--- src/rtl/vga_timing_gen.sv ---
// Parametrised VGA raster timing generator on the system clock, paced by a pixel clock-enable.
// Every output is registered and describes the current (h, v) raster position.
module vga_timing_gen #(
    parameter int unsigned PIX_DIV = 4,
    parameter int unsigned H_SYNC  = 96,
    parameter int unsigned H_BP    = 48,
    parameter int unsigned H_ACT   = 640,
    parameter int unsigned H_FP    = 16,
    parameter int unsigned V_SYNC  = 2,
    parameter int unsigned V_BP    = 29,
    parameter int unsigned V_ACT   = 480,
    parameter int unsigned V_FP    = 10,
    parameter logic        H_POL   = 1'b0,
    parameter logic        V_POL   = 1'b0,
    parameter int unsigned TILE_W  = 80,
    parameter int unsigned TILE_H  = 60,
    parameter int unsigned TILE_XB = 3,
    parameter int unsigned TILE_YB = 3,
    parameter int unsigned CW      = 11
) (
    input  logic               clk,
    input  logic               resetn,
    input  logic               en,
    output logic               pix_ce,
    output logic               hs,
    output logic               vs,
    output logic               de,
    output logic [CW-1:0]      col,
    output logic [CW-1:0]      row,
    output logic [TILE_XB-1:0] tile_x,
    output logic [TILE_YB-1:0] tile_y,
    output logic               line_start,
    output logic               frame_start
);

    localparam int unsigned H_TOT = H_SYNC + H_BP + H_ACT + H_FP;
    localparam int unsigned V_TOT = V_SYNC + V_BP + V_ACT + V_FP;
    localparam int unsigned DW    = (PIX_DIV > 1) ? $clog2(PIX_DIV) : 1;
    localparam int unsigned TXW   = (TILE_W > 1) ? $clog2(TILE_W) : 1;
    localparam int unsigned TYW   = (TILE_H > 1) ? $clog2(TILE_H) : 1;

    localparam logic [DW-1:0]  DIV_LAST = DW'(PIX_DIV - 1);
    localparam logic [CW-1:0]  H_LAST   = CW'(H_TOT - 1);
    localparam logic [CW-1:0]  V_LAST   = CW'(V_TOT - 1);
    localparam logic [CW-1:0]  HS_END   = CW'(H_SYNC);
    localparam logic [CW-1:0]  VS_END   = CW'(V_SYNC);
    localparam logic [CW-1:0]  HA_BEG   = CW'(H_SYNC + H_BP);
    localparam logic [CW-1:0]  HA_END   = CW'(H_SYNC + H_BP + H_ACT - 1);
    localparam logic [CW-1:0]  VA_BEG   = CW'(V_SYNC + V_BP);
    localparam logic [CW-1:0]  VA_END   = CW'(V_SYNC + V_BP + V_ACT - 1);
    localparam logic [TXW-1:0] TX_LAST  = TXW'(TILE_W - 1);
    localparam logic [TYW-1:0] TY_LAST  = TYW'(TILE_H - 1);

    logic [DW-1:0]      div, div_n, div_step;
    logic [CW-1:0]      h, h_n, v, v_n, h_inc, v_inc;
    logic [TXW-1:0]     tx_sub, tx_sub_n;
    logic [TYW-1:0]     ty_sub, ty_sub_n;
    logic               pix_ce_n, hs_n, vs_n, de_n, line_start_n, frame_start_n;
    logic [CW-1:0]      col_n, row_n;
    logic [TILE_XB-1:0] tile_x_n;
    logic [TILE_YB-1:0] tile_y_n;
    logic               h_wrap, v_wrap, ha, va, ha_inc, va_inc;

    // Raster position the counters move to on the next pixel strobe.
    assign div_step = (div == DIV_LAST) ? '0 : div + 1'b1;
    assign h_wrap   = (h == H_LAST);
    assign v_wrap   = (v == V_LAST);
    assign h_inc    = h_wrap ? '0 : h + 1'b1;
    assign v_inc    = !h_wrap ? v : (v_wrap ? '0 : v + 1'b1);
    assign ha       = (h >= HA_BEG) && (h <= HA_END);
    assign va       = (v >= VA_BEG) && (v <= VA_END);
    assign ha_inc   = (h_inc >= HA_BEG) && (h_inc <= HA_END);
    assign va_inc   = (v_inc >= VA_BEG) && (v_inc <= VA_END);

    always_comb begin
        div_n         = div;
        pix_ce_n      = pix_ce;
        h_n           = h;
        v_n           = v;
        tx_sub_n      = tx_sub;
        ty_sub_n      = ty_sub;
        hs_n          = hs;
        vs_n          = vs;
        de_n          = de;
        col_n         = col;
        row_n         = row;
        tile_x_n      = tile_x;
        tile_y_n      = tile_y;
        line_start_n  = 1'b0;
        frame_start_n = 1'b0;
        if (!en) begin
            div_n    = '0;
            pix_ce_n = 1'b0;
            h_n      = H_LAST;
            v_n      = V_LAST;
            tx_sub_n = '0;
            ty_sub_n = '0;
            hs_n     = ~H_POL;
            vs_n     = ~V_POL;
            de_n     = 1'b0;
            col_n    = '1;
            row_n    = '1;
            tile_x_n = '0;
            tile_y_n = '0;
        end else begin
            div_n    = div_step;
            pix_ce_n = (div_step == DIV_LAST);
            if (pix_ce) begin
                h_n           = h_inc;
                v_n           = v_inc;
                hs_n          = (h_inc < HS_END) ? H_POL : ~H_POL;
                vs_n          = (v_inc < VS_END) ? V_POL : ~V_POL;
                de_n          = ha_inc && va_inc;
                col_n         = ha_inc ? h_inc - HA_BEG : '1;
                row_n         = va_inc ? v_inc - VA_BEG : '1;
                line_start_n  = h_wrap;
                frame_start_n = h_wrap && v_wrap;
                // Tile column restarts at the first active pixel of every line.
                if (!ha_inc || !ha) begin
                    tx_sub_n = '0;
                    tile_x_n = '0;
                end else if (tx_sub == TX_LAST) begin
                    tx_sub_n = '0;
                    tile_x_n = tile_x + 1'b1;
                end else begin
                    tx_sub_n = tx_sub + 1'b1;
                end
                // Tile row only moves on line boundaries.
                if (!va_inc) begin
                    ty_sub_n = '0;
                    tile_y_n = '0;
                end else if (h_wrap) begin
                    if (!va) begin
                        ty_sub_n = '0;
                        tile_y_n = '0;
                    end else if (ty_sub == TY_LAST) begin
                        ty_sub_n = '0;
                        tile_y_n = tile_y + 1'b1;
                    end else begin
                        ty_sub_n = ty_sub + 1'b1;
                    end
                end
            end
        end
    end

    always_ff @(posedge clk or negedge resetn) begin
        if (!resetn) begin
            div         <= '0;
            pix_ce      <= 1'b0;
            h           <= H_LAST;
            v           <= V_LAST;
            tx_sub      <= '0;
            ty_sub      <= '0;
            hs          <= ~H_POL;
            vs          <= ~V_POL;
            de          <= 1'b0;
            col         <= '1;
            row         <= '1;
            tile_x      <= '0;
            tile_y      <= '0;
            line_start  <= 1'b0;
            frame_start <= 1'b0;
        end else begin
            div         <= div_n;
            pix_ce      <= pix_ce_n;
            h           <= h_n;
            v           <= v_n;
            tx_sub      <= tx_sub_n;
            ty_sub      <= ty_sub_n;
            hs          <= hs_n;
            vs          <= vs_n;
            de          <= de_n;
            col         <= col_n;
            row         <= row_n;
            tile_x      <= tile_x_n;
            tile_y      <= tile_y_n;
            line_start  <= line_start_n;
            frame_start <= frame_start_n;
        end
    end

endmodule
--- config.mk ---
export PLATFORM = sky130hd
export DESIGN_NAME = vga_timing_gen
export DESIGN_NICKNAME = d
export VERILOG_FILES = /design/src/rtl/vga_timing_gen.sv
export SDC_FILE = /design/constraint.sdc
export NUM_CORES = 1
export LEC_CHECK = 0
export BUFFER_PORTS_ARGS = -buffer_cell sky130_fd_sc_hd__buf_2
export CAP_MARGIN = 20
export CORE_MARGIN = 8
export CORE_UTILIZATION = 45
export CTS_CLUSTER_SIZE = 20
export DETAILED_ROUTE_END_ITERATION = 6
export GPL_ROUTABILITY_DRIVEN = 0
export PLACE_DENSITY_LB_ADDON = 0.08
export RECOVER_POWER = 100
export SLEW_MARGIN = 20
export SYNTH_ARGS = -nofsm -noshare
export SYNTH_HDL_FRONTEND = slang
export SYNTH_SLANG_ARGS = --single-unit
--- constraint.sdc ---
create_clock -name clk -period 3.5 [get_ports clk]
set_input_delay 0.525 -clock clk [delete_from_list [all_inputs] [get_ports clk]]
set_output_delay 0.525 -clock clk [all_outputs]
set_load 0.02 [all_outputs]
==> results by group, run 1 <==
Synth
  • Synthesized Nets: 522
  • Asr flop ratio synth: 100.0%
  • Yosys Warn Count: 0
  • Primary FF master, synth: dfrtp_1
  • Syn Inst Count: 503
  • Sequential fraction of the synthesis area: 40.34%
  • Flops & latches, synth: 71
  • EDFF count, synth: 0
  • Post-Synthesis Cell Area: 4507 µm²
  • Post-Syn Area per Cell: 8.960 µm²
  • Distinct cell type count after synthesis: 62

Worst setup path
  • Worst r2r src: h[4]
  • Capture point of the critical path: row[0]
  • Setup crit start kind: flip-flop
  • Worst EP arrival: 3640 ps
  • R2R depth: 10
  • CP max FO: 8
  • Reg2Reg Setup Slack: 160 ps
  • Worst Path Required: 3790 ps
  • Setup crit start: h[4]
  • CP endpoint kind: flip-flop
  • R2r endpoint: row[0]
  • Crit Path Category: reg -> reg

Clock network
  • CTS Root Cell: clkbuf_8
  • H-tree levels: 3
  • Sink Count: 71
  • Clk buf depth: 2
  • CTS tree: yes
  • Worst-Skew Late Latency: 360 ps
  • Clock buffer count from CTS: 9
  • CTS clk-pin slew, worst paths: 80 ps

Timing
  • Fin. Hold Viols: 0
  • Final setup fails: 0
  • Min Tclk post-route: 3343 ps
  • Worst slew pin tran: 1737 ps
  • Clock Skews: 8.820 ps
  • Final Max Slew Viols: 72
  • Period utilization: 95.51%
  • Slew headroom: -15.83%
  • Unrepaired setup endpoints after global routing: false
  • Hold WS: 461.1 ps
  • Max Clk Rate: 299.1 MHz

Power
  • Max rail drop VDD: 0.2033 mV
  • Pleak: 2.109 nW
  • Pwr dens: 427.8 nW/µm²
  • Total power draw: 2.199 mW

Place
  • Post-DP HPWL: 8046 µm
  • Port buffer count: 36

Global routing
  • Gr ovfl total: 0
  • Initial antenna violation count: 0
  • Global-route wire length before repair: 18,950 µm
  • Overall routing resource usage: 17.80%
  • Vias in the first global route: 3,670
  • Largest net degree at the start of global routing: 72

Routing
  • Total Wirelength: 11,540 µm
  • DR iter-0 viols: 290
  • TritonRoute pass-1 iters: 4
  • ANT nets after route: 0
  • DRC: 0
  • DR vias: 3,839
  • Avg WL per Cell: 16.80 µm
  • Avg Vias per Cell: 5.588

Floorplan
  • Row count: 36
  • Die H: 116.1 µm
  • Die X: 116.1 µm
  • Full die area: 13,470 µm²
  • Initial Utilization: 46.32%
  • IO Pins: 37
  • CORE AREA: 9729 µm²

Finish
  • Layout cells sized above 1: 17.15%
  • Area Growth Syn to Fin: 14.08%
  • # diodes: 0
  • Final core occ: 52.84%
  • Post-layout nets: 568

Hold path
  • Worst min path class: reg -> reg

Flow run
  • MaxCap Viol Count: 1

Outcome
  • Failing checks: max-capacitance violations, max-slew violations
  • Status: complete, but fails checks
==> Yosys cell counts (6+ instances only) <==
| cell | n | share of area (%) |
|---|---|---|
| nor3_1 | 11 | 1.2 |
| dfrtp_1 | 38 | 21 |
| nand2_1 | 58 | 4.8 |
| or3_1 | 6 | 0.83 |
| o22a_1 | 12 | 2.3 |
| nor2b_1 | 7 | 0.97 |
| xor2_1 | 16 | 3.1 |
| and4_1 | 6 | 1.2 |
| xnor2_1 | 19 | 3.7 |
| nor2_1 | 36 | 3.0 |
| o31ai_1 | 6 | 1.0 |
| a21oi_1 | 22 | 2.4 |
| nor4_1 | 7 | 0.97 |
| nand4_1 | 13 | 1.8 |
| nand3_1 | 26 | 2.9 |
| clkbuf_1 | 24 | 2.0 |
| o21ai_0 | 25 | 2.8 |
| and2_1 | 15 | 2.1 |
| dfstp_2 | 33 | 19 |
| and3_1 | 6 | 0.83 |
| ha_1 | 16 | 4.4 |
| a31oi_1 | 9 | 1.2 |
| inv_1 | 20 | 1.7 |
==> how the worst min path moves through the flow <==
stage	start	endpoint	slack (ps)	depth (start not counted)
6_report	div[0]	div[0]	460	1
5_1_grt	div[0]	div[0]	500	1
4_1_cts	resetn	v[7]	400	2
3_5_place_dp	div[0]	div[0]	450	1
3_3_place_gp	div[0]	div[0]	450	1
2_1_floorplan	resetn	de	230	0
==> state kept, by name, indices dropped and copies added, names as in the netlist <==
register / cells
tile_y: 3
v: 11
tile_x: 3
pix_ce: 1
ty_sub: 6
vs: 1
col: 11
h: 11
frame_start: 1
line_start: 1
hs: 1
de: 1
div: 2
tx_sub: 7
row: 11
==> placed cells by master, fill, tap and decap left out, drive strengths merged, types with 21 or more instances in the layout <==
cell type | Yosys | final
nor2 | 36 | 36
a21oi | 23 | 23
clkbuf | 24 | 49
dfstp | 33 | 33
o21ai | 26 | 26
inv | 20 | 21
nand3 | 26 | 26
nand2 | 58 | 58
buf | 8 | 29
dfrtp | 38 | 38
==> area by class of cell <==
type | instances | area, µm²
timing repair buffer | 67 | 357.8
clock buffer | 11 | 141.4
clock inverter | 5 | 80.08
sequential | 71 | 1818
fill | 970 | 4588
inverter | 20 | 75.07
tap | 133 | 166.4
multi-input combinational | 380 | 2502
==> per-stage QoR <==
stage	setup TNS, ps	worst slack [ps]	cells	cell area, µm²
3_3_place_gp	-989.6	-126.7	668	4935
3_5_place_dp	-1492	-181.9	668	4935
6_report	0	157.1	687	5141
5_1_grt	0	1.125	687	5141
4_1_cts	0	49.54	686	5176
2_1_floorplan	-588.6	-72.97	503	4538
==> worst max-delay path, cell delays in order, from the launching register on <==
cell	delay [ps]
dfstp_2	530
or4b_4	460
or3_4	440
buf_4	190
nor3b_1	400
o221ai_2	160
and4_4	250
nor3b_4	360
nor2b_4	260
buf_4	160
a21oi_1	70
==> repair_timing <==
| item | in CTS | in global routing |
|---|---|---|
| resized for setup | 1 | 5 |
| buffers inserted | 2 | 1 |
| hold buffers | 0 | 0 |
| pin swaps | 0 | 2 |
| setup endpoints to repair | 11 | 30 |
==> power breakdown <==
part	internal, mW	switching, mW
logic	0.203	0.357
clock network	0.421	0.329
registers	0.857	0.0323
==> cells by family (layout without fill, tap and decap cells) <==
logic type | after synthesis | count (layout) | synth area share, %
AO/OA/AOI/OAI | 110 | 110 | 16.66
XOR/XNOR | 35 | 35 | 6.802
adder cells (fa/ha/maj) | 16 | 16 | 4.442
buffers and inverters | 52 | 103 | 4.914
flip-flops | 71 | 71 | 40.34
multiplexers | 5 | 5 | 1.111
AND/OR/NAND/NOR | 214 | 214 | 25.74
==> routing by layer <==
layer | vias up | GRT usage [%] | part of all wire (%)
met5 | - | 0 | 0
met4 | 0 | 6.137 | 1.3
met3 | 16 | 3.335 | 4.7
met2 | 81 | 27.78 | 46
met1 | 1849 | 24.08 | 48
li1 | 1893 | - | -
(Power assumes the default switching activity.)
==> run 2: changes to the inputs <==
Settings changed: REMOVE_ABC_BUFFERS set to 1.
==> results by group, run 2 (synthesis gave the netlist of run 1 again) <==
Worst setup path
  • Critical path cell sequence: or4b_1 -> or3_4 -> or4_4 -> a211o_1 -> nor4_4 -> buf_4 -> buf_4 -> o31ai_4 -> a221o_1
  • CP peak stage delay: 530 ps (about the same)
  • CP max FO: 6 (-2)
  • Worst EP arrival: 3660 ps (+20 ps)
  • Worst Path Required: 3750 ps (-40 ps)
  • CP endpoint kind: flip-flop
  • Critical path's most frequent cell: buf_4
  • Reg2Reg Setup Slack: 90 ps (-70 ps)
  • Setup crit start kind: flip-flop
  • CP delay by family, top: simple AND/OR/NAND/NOR gates
  • CP bufs+invs: 2 (unchanged)
  • Slowest CP cell: dfstp_2
  • Crit Path Category: reg -> reg

Global routing
  • Global-route wire length before repair: 19,090 µm (+0.77%)
  • Vias in the first global route: 3,677 (+0.19%)
  • Gr ovfl total: 0 (unchanged)
  • Largest net degree at the start of global routing: 42 (-42%)
  • Initial antenna violation count: 0 (unchanged)
  • Overall routing resource usage: 18.02% (+0.22 points)

Timing
  • Period utilization: 97.47% (+2.0 points)
  • Clock Skews: 13.15 ps (+4.325 ps)
  • Worst slew pin tran: 2118 ps (+380.3 ps)
  • Slew headroom: -41.18% (-25 points)
  • Max Clk Rate: 293.1 MHz (-2.0%)
  • Unrepaired setup endpoints after global routing: true
  • Final setup fails: 0 (unchanged)
  • Final Max Slew Viols: 42 (-42%)
  • Min Tclk post-route: 3411 ps (+68.55 ps)
  • Fin Setup TNS: 0 ps (unchanged)
  • Hold WS: 205.6 ps (-255.5 ps)
  • Fin. Hold Viols: 0 (unchanged)

Floorplan
  • Full die area: 13,470 µm² (unchanged)
  • Die H: 116.1 µm (unchanged)
  • Row count: 36 (unchanged)
  • IO Pins: 37 (unchanged)
  • Initial Utilization: 46.32% (unchanged)
  • CORE AREA: 9729 µm² (unchanged)
  • Die X: 116.1 µm (unchanged)

Routing
  • DR iter-0 viols: 349 (+20%)
  • DRC: 0 (unchanged)
  • Total Wirelength: 11,500 µm (-0.40%)
  • DR vias: 3,873 (+0.89%)
  • TritonRoute pass-1 iters: 4 (unchanged)
  • Avg Vias per Cell: 5.565 (-0.42%)
  • ANT nets after route: 0 (unchanged)
  • Avg WL per Cell: 16.52 µm (-1.7%)

Clock network
  • Clk buf depth: 2 (unchanged)
  • H-tree levels: 3 (unchanged)
  • Worst-Skew Late Latency: 370 ps (about the same)
  • Sink Count: 71 (unchanged)
  • Clock buffer count from CTS: 9 (unchanged)
  • CTS tree: yes
  • CTS clk-pin slew, worst paths: 80 ps (about the same)
  • CTS Root Cell: clkbuf_8
  • # hold bufs at CTS: 0 (unchanged)

Power
  • Pwr dens: 426.4 nW/µm² (-0.31%)
  • Max rail drop VDD: 0.2642 mV (+30%)
  • NetSw: 744.2 µW (+3.6%)
  • Internal power: 1.487 mW (+0.41%)
  • Reg power frac: 39.6% (-0.8 points)
  • Pleak: 2.170 nW (+2.9%)
  • Clock power share: 34.0% (about the same)
  • Sw Ratio: 33.35% (+0.70 points)
  • Comb power frac: 26.3% (+0.9 points)

Place
  • Port buffer count: 36 (unchanged)
  • Post-DP HPWL: 8461 µm (+5.2%)

Finish
  • Commonest non-fill, non-tap cell in the layout: nand2_1
  • Most frequent cells in the layout: nand2_1 (58), dfrtp_1 (38), buf_4 (37)
  • Area occupied by multi-input gates: 2522 µm² (+0.80%)
  • Layout cells sized above 1: 19.01% (+1.9 points)
  • Fill cell count: 943 (-2.8%)
  • # diodes: 0 (unchanged)
  • Post-layout nets: 577 (+1.6%)
  • Area Growth Syn to Fin: 16.10%
  • Sequential cell area: 1818 µm² (unchanged)

Outcome
  • Status: complete, but fails checks
  • Failing checks: max-capacitance violations, max-slew violations

Hold path
  • Worst min path class: in -> async

Flow run
  • MaxCap Viol Count: 1 (unchanged)
## run 2: cell count changes in the layout (fill, tap and decap cells not counted), moves of 2 or more
cell	before	now
and2_0	4	0
and2_1	11	15
buf_4	27	37
clkbuf_2	2	0
clkinv_4	0	2
inv_6	1	3
## run 2: final cells by class
| type | instances | area share (%) |
|---|---|---|
| multi-input cells | 381 | 48.21 |
| clock inverters | 7 | 1.985 |
| inverters | 20 | 1.435 |
| flip-flops and latches | 71 | 34.74 |
| well taps | 133 | 3.180 |
| repair buffers | 75 | 8.082 |
| clock buffers | 9 | 2.367 |
## run 2: stage by stage
stage,std cells,cell area (µm²),utilization (%),setup slack (ps),total power [mW]
2_1_floorplan,471,4360,-,-330.6,1.239
3_3_place_gp,678,4992,51.31,104.0,1.466
3_5_place_dp,678,4992,51.31,13.23,1.470
4_1_cts,694,5220,53.65,21.81,2.239
5_1_grt,696,5233,53.78,-25.85,2.346
6_report,696,5233,53.78,88.56,2.231
## run 2: power by group through the flow
| stage | registers [mW] | clock network (mW) | logic, mW |
|---|---|---|---|
| 2_1_floorplan | 0.914 | 0 | 0.325 |
| 3_3_place_gp | 0.898 | 0 | 0.569 |
| 3_5_place_dp | 0.898 | 0 | 0.572 |
| 4_1_cts | 0.883 | 0.782 | 0.574 |
| 5_1_grt | 0.889 | 0.809 | 0.648 |
| 6_report | 0.884 | 0.760 | 0.587 |
## run 2: what timing repair did
item	CTS	global route
setup endpoints to repair	0	30
buffers inserted	0	1
resized for setup	0	9
## run 2: path summary, 6_finish.rpt
path,start,cells past startpoint,to
min in group clk,div[0],1,div[0]
max in group asynchronous,resetn,2,tile_x[1]
worst max register to register,h[4],9,ty_sub[5]
worst min-delay path,resetn,1,row[5]
worst min register to register,div[0],1,div[0]
worst max-delay path,h[4],9,ty_sub[5]
## run 2: per-layer routing
metal | vias to the layer above | share of wire [%] | wire [µm] | track usage, %
li1 | 1923 | - | - | -
met1 | 1846 | 49 | 5676 | 25.96
met2 | 88 | 44 | 5029 | 25.86
met3 | 16 | 5.4 | 619 | 3.960
met4 | 0 | 1.5 | 171 | 6.050
met5 | - | 0 | 0 | 0
